File: src/rtl/hamming_router_pkg.sv
// Shared definitions for the parametrised Hamming(7,4) transmit router.
//
// Contents:
//   lane_state_e     - per-lane transmit FSM encoding (IDLE, SHIFT, GAP_WAIT)
//   code_width()     - frame length rule: 7 bits, plus 1 when extended parity is on
//   hamming74_encode - 4-bit message to 7-bit codeword; bit 0 is position 1
//   ext_parity()     - overall parity over positions 1..7 (SECDED bit 8)
package hamming_router_pkg;

  typedef enum logic [1:0] {
    IDLE     = 2'd0,
    SHIFT    = 2'd1,
    GAP_WAIT = 2'd2
  } lane_state_e;

  function automatic int code_width(input int ext_parity_en);
    return 7 + ext_parity_en;
  endfunction

  // msg[3]=d1 .. msg[0]=d4. Result is stored LSB-first in transmit order,
  // so bit 0 (position 1) is the first bit put on the line.
  function automatic logic [6:0] hamming74_encode(input logic [3:0] msg);
    logic d1, d2, d3, d4;
    logic p1, p2, p4;
    d1 = msg[3];
    d2 = msg[2];
    d3 = msg[1];
    d4 = msg[0];
    p1 = d1 ^ d2 ^ d4;
    p2 = d1 ^ d3 ^ d4;
    p4 = d2 ^ d3 ^ d4;
    return {d4, d3, d2, p4, d1, p2, p1};
  endfunction

  function automatic logic ext_parity(input logic [6:0] code);
    return ^code;
  endfunction

endpackage

File: src/rtl/hamming_tx_lane.sv
// One serial transmit lane of the Hamming router.
//
// Parameters:
//   CODE_W - frame length in bits (7 or 8)
//   GAP    - idle cycles forced after each frame (0..15)
// Ports:
//   clk       - rising-edge clock
//   rst       - asynchronous active-low reset; aborts any frame in flight
//   load      - accept code this cycle (only honoured while can_load is high)
//   code      - frame to send, bit 0 first
//   data_line - serial frame bit, 0 whenever strobe is low
//   strobe    - high while data_line carries a frame bit
//   busy      - lane is shifting or in its inter-frame gap
//   can_load  - lane can take a new frame on the next edge
module hamming_tx_lane
  import hamming_router_pkg::*;
#(
  parameter int CODE_W = 7,
  parameter int GAP    = 1
) (
  input  logic              clk,
  input  logic              rst,
  input  logic              load,
  input  logic [CODE_W-1:0] code,
  output logic              data_line,
  output logic              strobe,
  output logic              busy,
  output logic              can_load
);

  localparam int CNT_W = $clog2(CODE_W + 1);

  lane_state_e       state;
  logic [CODE_W-2:0] shreg;
  logic [CNT_W-1:0]  bit_cnt;
  logic [3:0]        gap_cnt;
  logic              last_bit;

  // bit_cnt counts the bits still to come after the one on the line now,
  // so zero in SHIFT means the final frame bit is being driven.
  assign last_bit = (state == SHIFT) && (bit_cnt == '0);

  // With no gap the lane may chain a new frame directly after its last bit.
  assign can_load = (state == IDLE) || ((GAP == 0) && last_bit);
  assign busy     = (state != IDLE);

  // Lane FSM. Position 1 is registered onto data_line at the accepting edge;
  // the remaining bits sit in shreg and move out one per cycle.
  always_ff @(posedge clk or negedge rst) begin
    if (!rst) begin
      state     <= IDLE;
      shreg     <= '0;
      bit_cnt   <= '0;
      gap_cnt   <= '0;
      data_line <= 1'b0;
      strobe    <= 1'b0;
    end else if (load && can_load) begin
      state     <= SHIFT;
      data_line <= code[0];
      strobe    <= 1'b1;
      shreg     <= code[CODE_W-1:1];
      bit_cnt   <= CNT_W'(CODE_W - 1);
    end else begin
      case (state)
        SHIFT: begin
          if (bit_cnt != '0) begin
            data_line <= shreg[0];
            shreg     <= shreg >> 1;
            bit_cnt   <= bit_cnt - CNT_W'(1);
          end else begin
            data_line <= 1'b0;
            strobe    <= 1'b0;
            if (GAP > 0) begin
              state   <= GAP_WAIT;
              gap_cnt <= 4'(GAP - 1);
            end else begin
              state <= IDLE;
            end
          end
        end
        GAP_WAIT: begin
          if (gap_cnt == 4'd0) begin
            state <= IDLE;
          end else begin
            gap_cnt <= gap_cnt - 4'd1;
          end
        end
        default: begin
          state <= IDLE;
        end
      endcase
    end
  end

endmodule

File: src/rtl/hamming_router_tx.sv
// Parametrised Hamming(7,4) transmit router with valid/ready input.
//
// Each accepted 4-bit message is encoded (optionally with SECDED parity)
// and handed to lane in_sel, which shifts the frame out serially.
//
// Parameters:
//   NUM_CH     - number of lanes, power of 2 in 2..16
//   EXT_PARITY - 1 appends overall parity as frame bit 8
//   GAP        - idle cycles forced on a lane between frames (0..15)
// Ports:
//   clk, rst   - clock and asynchronous active-low reset
//   in_valid   - message present
//   in_ready   - lane in_sel can accept this cycle
//   in_sel     - destination lane
//   in_msg     - message, in_msg[3]=d1 .. in_msg[0]=d4
//   data_line  - serial data per lane
//   strobe     - per-lane frame bit qualifier
//   busy       - per-lane transmitting or in gap
module hamming_router_tx
  import hamming_router_pkg::*;
#(
  parameter  int NUM_CH     = 4,
  parameter  int EXT_PARITY = 0,
  parameter  int GAP        = 1,
  localparam int SEL_W      = $clog2(NUM_CH),
  localparam int CODE_W     = code_width(EXT_PARITY)
) (
  input  logic              clk,
  input  logic              rst,
  input  logic              in_valid,
  output logic              in_ready,
  input  logic [SEL_W-1:0]  in_sel,
  input  logic [3:0]        in_msg,
  output logic [NUM_CH-1:0] data_line,
  output logic [NUM_CH-1:0] strobe,
  output logic [NUM_CH-1:0] busy
);

  logic [6:0]        code7;
  logic [CODE_W-1:0] code;
  logic [NUM_CH-1:0] can_load;
  logic [NUM_CH-1:0] load;

  assign code7 = hamming74_encode(in_msg);

  if (EXT_PARITY != 0) begin : g_secded
    assign code = {ext_parity(code7), code7};
  end else begin : g_plain
    assign code = code7;
  end

  assign in_ready = can_load[in_sel];

  for (genvar i = 0; i < NUM_CH; i++) begin : g_lane
    assign load[i] = in_valid && in_ready && (in_sel == SEL_W'(i));

    hamming_tx_lane #(
      .CODE_W (CODE_W),
      .GAP    (GAP)
    ) u_lane (
      .clk       (clk),
      .rst       (rst),
      .load      (load[i]),
      .code      (code),
      .data_line (data_line[i]),
      .strobe    (strobe[i]),
      .busy      (busy[i]),
      .can_load  (can_load[i])
    );
  end

endmodule

File: config.mk
export PLATFORM = sky130hd
export DESIGN_NAME = hamming_router_tx
export DESIGN_NICKNAME = d
export VERILOG_FILES = /design/src/rtl/hamming_router_pkg.sv /design/src/rtl/hamming_tx_lane.sv /design/src/rtl/hamming_router_tx.sv
export SDC_FILE = /design/constraint.sdc
export NUM_CORES = 1
export LEC_CHECK = 0
export ABC_AREA = 1
export CAP_MARGIN = 20
export CORE_MARGIN = 2
export CORE_UTILIZATION = 55
export CTS_CLUSTER_DIAMETER = 40
export CTS_CLUSTER_SIZE = 30
export DETAILED_ROUTE_END_ITERATION = 16
export GPL_TIMING_DRIVEN = 1
export PLACE_DENSITY = 0.77
export SETUP_SLACK_MARGIN = 0.15
export SYNTH_ARGS = -nofsm -noshare
export SYNTH_HDL_FRONTEND = slang
export SYNTH_HIERARCHICAL = 1
export SYNTH_SLANG_ARGS = --single-unit
File: constraint.sdc
create_clock -name clk -period 1.6 [get_ports clk]
set_input_delay 0.48 -clock clk [delete_from_list [all_inputs] [get_ports clk]]
set_output_delay 0.48 -clock clk [all_outputs]
set_load 0.01 [all_outputs]
After elaboration in Yosys (flattened, before gate mapping) --
Index checks and enable logic that the tools add are counted.
Operators by class: $add $sub $neg 8, $lt $le $gt $ge 1, equality and inequality tests 31, mux-type cells 78, bitwise gates (word level) 10, reductions and logical operators 54
Operators with widths (number):
- 2-to-1 mux 6 bit | 12
- 2-to-1 mux 3 bit | 12
- 2-to-1 mux 4 bit | 8
- one-hot mux 4 bit (2 select lines) | 4
- nonzero test 2 bit | 16
- 2-to-1 mux 1 bit | 25
- 2-to-1 mux 2 bit | 12
- AND reduction 2 bit | 12
- zero test 4 bit | 4
- inequality test 2 bit (second input constant) | 8
- one-hot mux 2 bit (2 select lines) | 4
- AND reduction 4 bit | 4
- subtractor 4 x 1 -> 4 bit (second input constant) | 4
- equality test 2 bit (second input constant) | 6
- inequality test 3 x 1 -> 1 bit (second input constant) | 4
- inequality test 3 bit (second input constant) | 4
- nonzero test 3 bit | 4
- subtractor 3 x 1 -> 3 bit (second input constant) | 4
- equality test 2 x 1 -> 1 bit (second input constant) | 5
- zero test 2 bit | 5
- logical AND 1 bit | 9
- inequality test 2 x 1 -> 1 bit (second input constant) | 4
- bitwise XOR 1 bit | 6
- NOT 1 bit | 4
- 2 further kinds | 2
Storage, ports and cells: register bits after elaboration 68, input bits 9, output and inout port bits 13, logic and storage cells 206

Logic depth before layout (Yosys ltp) --
word-level depth 8, gate-level depth with buffers 14, depth with buffers taken out 14

Hierarchy --
Netlist, hierarchy kept.
By module, submodules not included:
- hamming_tx_lane at g_lane[0].u_lane ... | times used 3, cells an instance 123, area each 1031.0 µm², seq. area each 425.4 µm²
- hamming_tx_lane at g_lane[3].u_lane | times used 1, cells an instance 109, area each 935.9 µm², seq. area each 425.4 µm²
- hamming_router_tx | times used 1, cells an instance 25, area each 138.9 µm², seq. area each 0.0 µm²

Worst setup path after synthesis --
Ideal clock, no wire load.
kind reg2reg, from register g_lane[3].u_lane.state[0], to register g_lane[2].u_lane.state[1], setup time 0.117 ns, data arrival time 1.632 ns, required time 1.483 ns, path slack -0.148 ns, cell stages (with the launch flop) 15, buffers on the path 1, period minus slack after synthesis 1.748 ns, cells stage by stage dfrtp_1 inv_1 ha_1 nand2_1 nand2_1 nand2_2 nand2_2 nand2_2 nor2_1 nand2_2 buf_6 nand2_1 nand2_1 nand2_1 nand2_1
On the way: word-level cells in the longest chain between the ends 8, elaborated cells between the ends (all ways) 10, those cells by class eq/ne (2); mux (3); reduce/logical (5)
Ends and longest elaborated chain:
- start, declared | line hamming_tx_lane.sv:33 | lane_state_e state;
- start signal, assigned | line hamming_tx_lane.sv:51 | state <= IDLE;
- start signal, assigned | line hamming_tx_lane.sv:58 | state <= SHIFT;
- start signal, assigned | line hamming_tx_lane.sv:74 | state <= GAP_WAIT;
- zero test 2 bit * | line hamming_tx_lane.sv:44 | assign can_load = (state == IDLE) || ((GAP == 0) && last_bit);
- named net can_load[3] | line hamming_router_tx.sv:41 | logic [NUM_CH-1:0] can_load;
- binary-select mux 1 bit (select 2 bit) * | line hamming_router_tx.sv:52 | assign in_ready = can_load[in_sel];
- 2-to-1 mux 1 bit (not written as such) * | line hamming_router_tx.sv:52
- named net in_ready | line hamming_router_tx.sv:31 | output logic in_ready,
- logical AND 1 bit * (2 in a row) | line hamming_router_tx.sv:55 | assign load[i] = in_valid && in_ready && (in_sel == SEL_W'(i));
- named net load[2] | line hamming_router_tx.sv:42 | logic [NUM_CH-1:0] load;
- logical AND 1 bit * | line hamming_tx_lane.sv:57 | end else if (load && can_load) begin
- inequality test 3 bit (no line) or inequality test 3 x 1 -> 1 bit (tied branches)
- AND reduction 2 bit (no line)
- end signal, assigned | line hamming_tx_lane.sv:51
- end signal, assigned | line hamming_tx_lane.sv:58
- end signal, assigned | line hamming_tx_lane.sv:74
- end, declared | line hamming_tx_lane.sv:33
Mark *: on every way through the listed nets, which the timed path passes. The rest lies on a longest branch. The select of a mux whose other input is x is not followed. A chain may end at the register's enable or synchronous reset.

Worst setup path after layout --
from register g_lane[1].u_lane.state[1], to output port in_ready
On the way: word-level cells in the longest chain between the ends 3
Ends and longest elaborated chain (line):
- start, declared | hamming_tx_lane.sv:33
- start signal, assigned | hamming_tx_lane.sv:51
- start signal, assigned | hamming_tx_lane.sv:58
- start signal, assigned | hamming_tx_lane.sv:74
- zero test 2 bit | hamming_tx_lane.sv:44
- named net can_load[1] | hamming_router_tx.sv:41
- binary-select mux 1 bit (select 2 bit) | hamming_router_tx.sv:52
- 2-to-1 mux 1 bit (not written as such) | hamming_router_tx.sv:52
- end, declared | hamming_router_tx.sv:31
The timed path passes the listed nets, and every way through them passes these cells. The select of a mux whose other input is x is not followed.

==> results.sh <==
export IMPL_status="complete, but fails checks"
export IMPL_violations="setup timing"
export IMPL_clk_latency_ns=0.35
export IMPL_grt_ovfl_total=0
export IMPL_multi_input_area_sq_um=2750
export IMPL_vias_per_cell=5.46
export IMPL_ys_async_sr_fraction_pct=100
export IMPL_via_count=3971
export IMPL_cts_root_buf="clkbuf_8"
export IMPL_postCtsHoldBufs=0
export IMPL_synthCells=503
export IMPL_arrival_ns=1.39
export IMPL_layout_min_cycle_time_ns=1.87
export IMPL_reg2reg_from="g_lane[1].u_lane/state[1]"
export IMPL_final_max_slew_violation_count=0
export IMPL_antennaDiodeCount=0
export IMPL_yosysSeqAreaShare_pct=40.8
export IMPL_slew_headroom_pct=68.8
export IMPL_finalHoldViolCount=0
export IMPL_clkSinkCount=68
export IMPL_synth_ff_type="dfrtp_1"
export IMPL_whs_ns=0.112
export IMPL_gp_congestion=0.819
export IMPL_synth_ff_latch_count=68
export IMPL_cts_tree="done"
export IMPL_start_util_pct=57.2
export IMPL_wire_per_inst_um=16.1
export IMPL_cts_max_level=3
export IMPL_p_leak_uw=0.00293
export IMPL_die_w_um=91.1
export IMPL_endpoint_kind="primary output"
export IMPL_final_common_cell="nand2_1"
export IMPL_setup_viol=57
export IMPL_drtIter0Drc=225
export IMPL_power_density_nw_per_um2=1090
export IMPL_cp_required_ns=1.12
export IMPL_rows=31
export IMPL_worst_setup_path_type="reg -> out"
export IMPL_clkSlewWorstSetupHoldPaths_ns=0.08
export IMPL_io_buffers=21
export IMPL_r2r_slack_ns=-0.25
export IMPL_setup_slack_ns=-0.265
export IMPL_critPathCapture="in_ready"
export IMPL_area_delta_synth_final_pct=45.4
export IMPL_cts_buffer_depth=2
export IMPL_crit_start="g_lane[1].u_lane/state[1]"
export IMPL_grt_pass1_wl_um=16500
export IMPL_worst_slew_pin_slew_ns=0.465
export IMPL_grt_usage_pct=24.6
export IMPL_grt_pass1_vias=3636
export IMPL_start_kind="flop"
export IMPL_min_path_type="in -> async"
export IMPL_rsz0062_at_grt="true"
export IMPL_fillers=386
export IMPL_drc=0
export IMPL_yosys_warnings=6
export IMPL_crit_reg2reg_capture="g_lane[1].u_lane/shreg[3]"
export IMPL_skew_ns=0.00364
export IMPL_avgSynthCellArea_sq_um=8.29
export IMPL_drive_gt1_share_pct=47.9
export IMPL_period_share_pct=117
export IMPL_dpl_hpwl_um=6040
export IMPL_core_area_sq_um=7290
export IMPL_pre_cts_ws_ns=-0.773
export IMPL_cts_buffers=9
export IMPL_ios=22
export IMPL_drt_wl_total_um=11700
export IMPL_die_h_um=91.1
export IMPL_drtPass1Iterations=5
export IMPL_synth_cell_types=28
export IMPL_grt_max_degree=69
export IMPL_seqCellArea_sq_um=1700
export IMPL_maxCapViolCount=0
export IMPL_dieArea_sq_um=8290
export IMPL_worstPathMaxFanout=2
export IMPL_ant_nets=0
export IMPL_final_cell_mix="nand2_1, dfrtp_1, buf_4"
export IMPL_rr_worst_depth=11
export IMPL_nNetsFinal=661
export IMPL_ir_drop_mv=0.729
export IMPL_antenna_found_initial=0
export IMPL_synth_edf_count=0
export IMPL_synth_area_sq_um=4170
export IMPL_synth_net_count=540
export IMPL_fmax_mhz=536
## final cells by class
| cell class | instances | share of cell area [%] |
|---|---|---|
| Clock buffer | 10 | 2.27 |
| Clock inverter | 5 | 0.867 |
| Inverter | 69 | 4.75 |
| Multi-Input combinational cell | 365 | 45.3 |
| Sequential cell | 68 | 28.1 |
| Tap cell | 99 | 2.04 |
| Timing Repair Buffer | 111 | 16.7 |
## state kept, by name, indices dropped and copies added, names as in the netlist
signal,count
g_lane.u_lane/state,8
g_lane.u_lane/strobe,4
g_lane.u_lane/data_line,4
g_lane.u_lane/gap_cnt,16
g_lane.u_lane/shreg,24
g_lane.u_lane/bit_cnt,12
## synth_stat cells, types with 4 or more instances
cell type | n | share of area (%)
o21ai_0 | 6 | 0.72
inv_1 | 54 | 4.9
inv_2 | 12 | 1.1
o21ai_1 | 4 | 0.48
nand2_2 | 16 | 2.4
nor2_1 | 27 | 2.4
a21oi_1 | 11 | 1.3
nand2_4 | 13 | 3.5
nand3_1 | 47 | 5.6
ha_1 | 28 | 8.4
dfrtp_1 | 68 | 41
o211ai_2 | 12 | 3.6
o21ai_2 | 9 | 1.9
or2_1 | 12 | 1.8
nand2_1 | 152 | 14
nand4_1 | 5 | 0.75
xnor2_1 | 5 | 1.1
## critical path, cell delays in order (launching register included)
cell and delay [ns]:
dfrtp_1 0.41, inv_2 0.09, ha_4 0.15, nand2_2 0.06, nand2_2 0.08, nand2_2 0.06
nand2_4 0.08, buf_6 0.10
## how the worst min path moves through the flow
stage | end | from | depth (start not counted) | slack (ns)
2_1_floorplan | g_lane[0].u_lane/bit_cnt[0] | rst | 0 | 0.18
3_3_place_gp | g_lane[3].u_lane/shreg[2] | g_lane[3].u_lane/shreg[3] | 2 | 0.46
3_5_place_dp | g_lane[3].u_lane/shreg[5] | g_lane[3].u_lane/shreg[5] | 2 | 0.46
4_1_cts | g_lane[0].u_lane/gap_cnt[3] | rst | 2 | 0.16
5_1_grt | g_lane[0].u_lane/gap_cnt[2] | rst | 2 | 0.17
6_report | g_lane[0].u_lane/gap_cnt[2] | rst | 2 | 0.11
## timing repair
action / 4_1_cts / 5_1_grt
pin swaps: 31 / 37
buffers inserted: 9 / 30
setup endpoints to repair: 65 / 79
cloned: 4 / 1
gates resized for setup: 120 / 87
## report_power, final
part | internal, uW | switching [uW]
registers | 2240 | 364
logic | 1100 | 1480
clock network | 746 | 703
total | 4080 | 2540
## cell families after synthesis
group / Yosys count / share of synthesized area [%]
compound gates: 48 / 9.10
fa+ha+maj: 28 / 8.41
xor+xnor: 6 / 1.26
flops: 68 / 40.8
buf+inv: 75 / 8.59
simple gates: 278 / 31.8
## routing by layer
| metal | track usage, % | up-vias | share of wire (%) |
|---|---|---|---|
| li1 | - | 1849 | - |
| met1 | 30.2 | 1962 | 41 |
| met2 | 43.3 | 132 | 53 |
| met3 | 5.31 | 28 | 4.1 |
| met4 | 7.45 | 0 | 2.6 |
| met5 | 0 | - | 0 |
## through the flow
stage	std cells	power (uW)	instance area (sq um)	utilization (%)	TNS [ns]
after global placement	668	4510	4900	67.2	-28.48
after floorplan	503	3990	4270	-	-0.189
after detailed placement	668	4620	4900	67.2	-30.85
after CTS	696	6220	5490	75.3	-4.97
after global routing	727	7000	6060	83.1	-12.64
final	727	6630	6060	83.1	-8.65
Note: power is estimated with default switching activity, not from simulation.
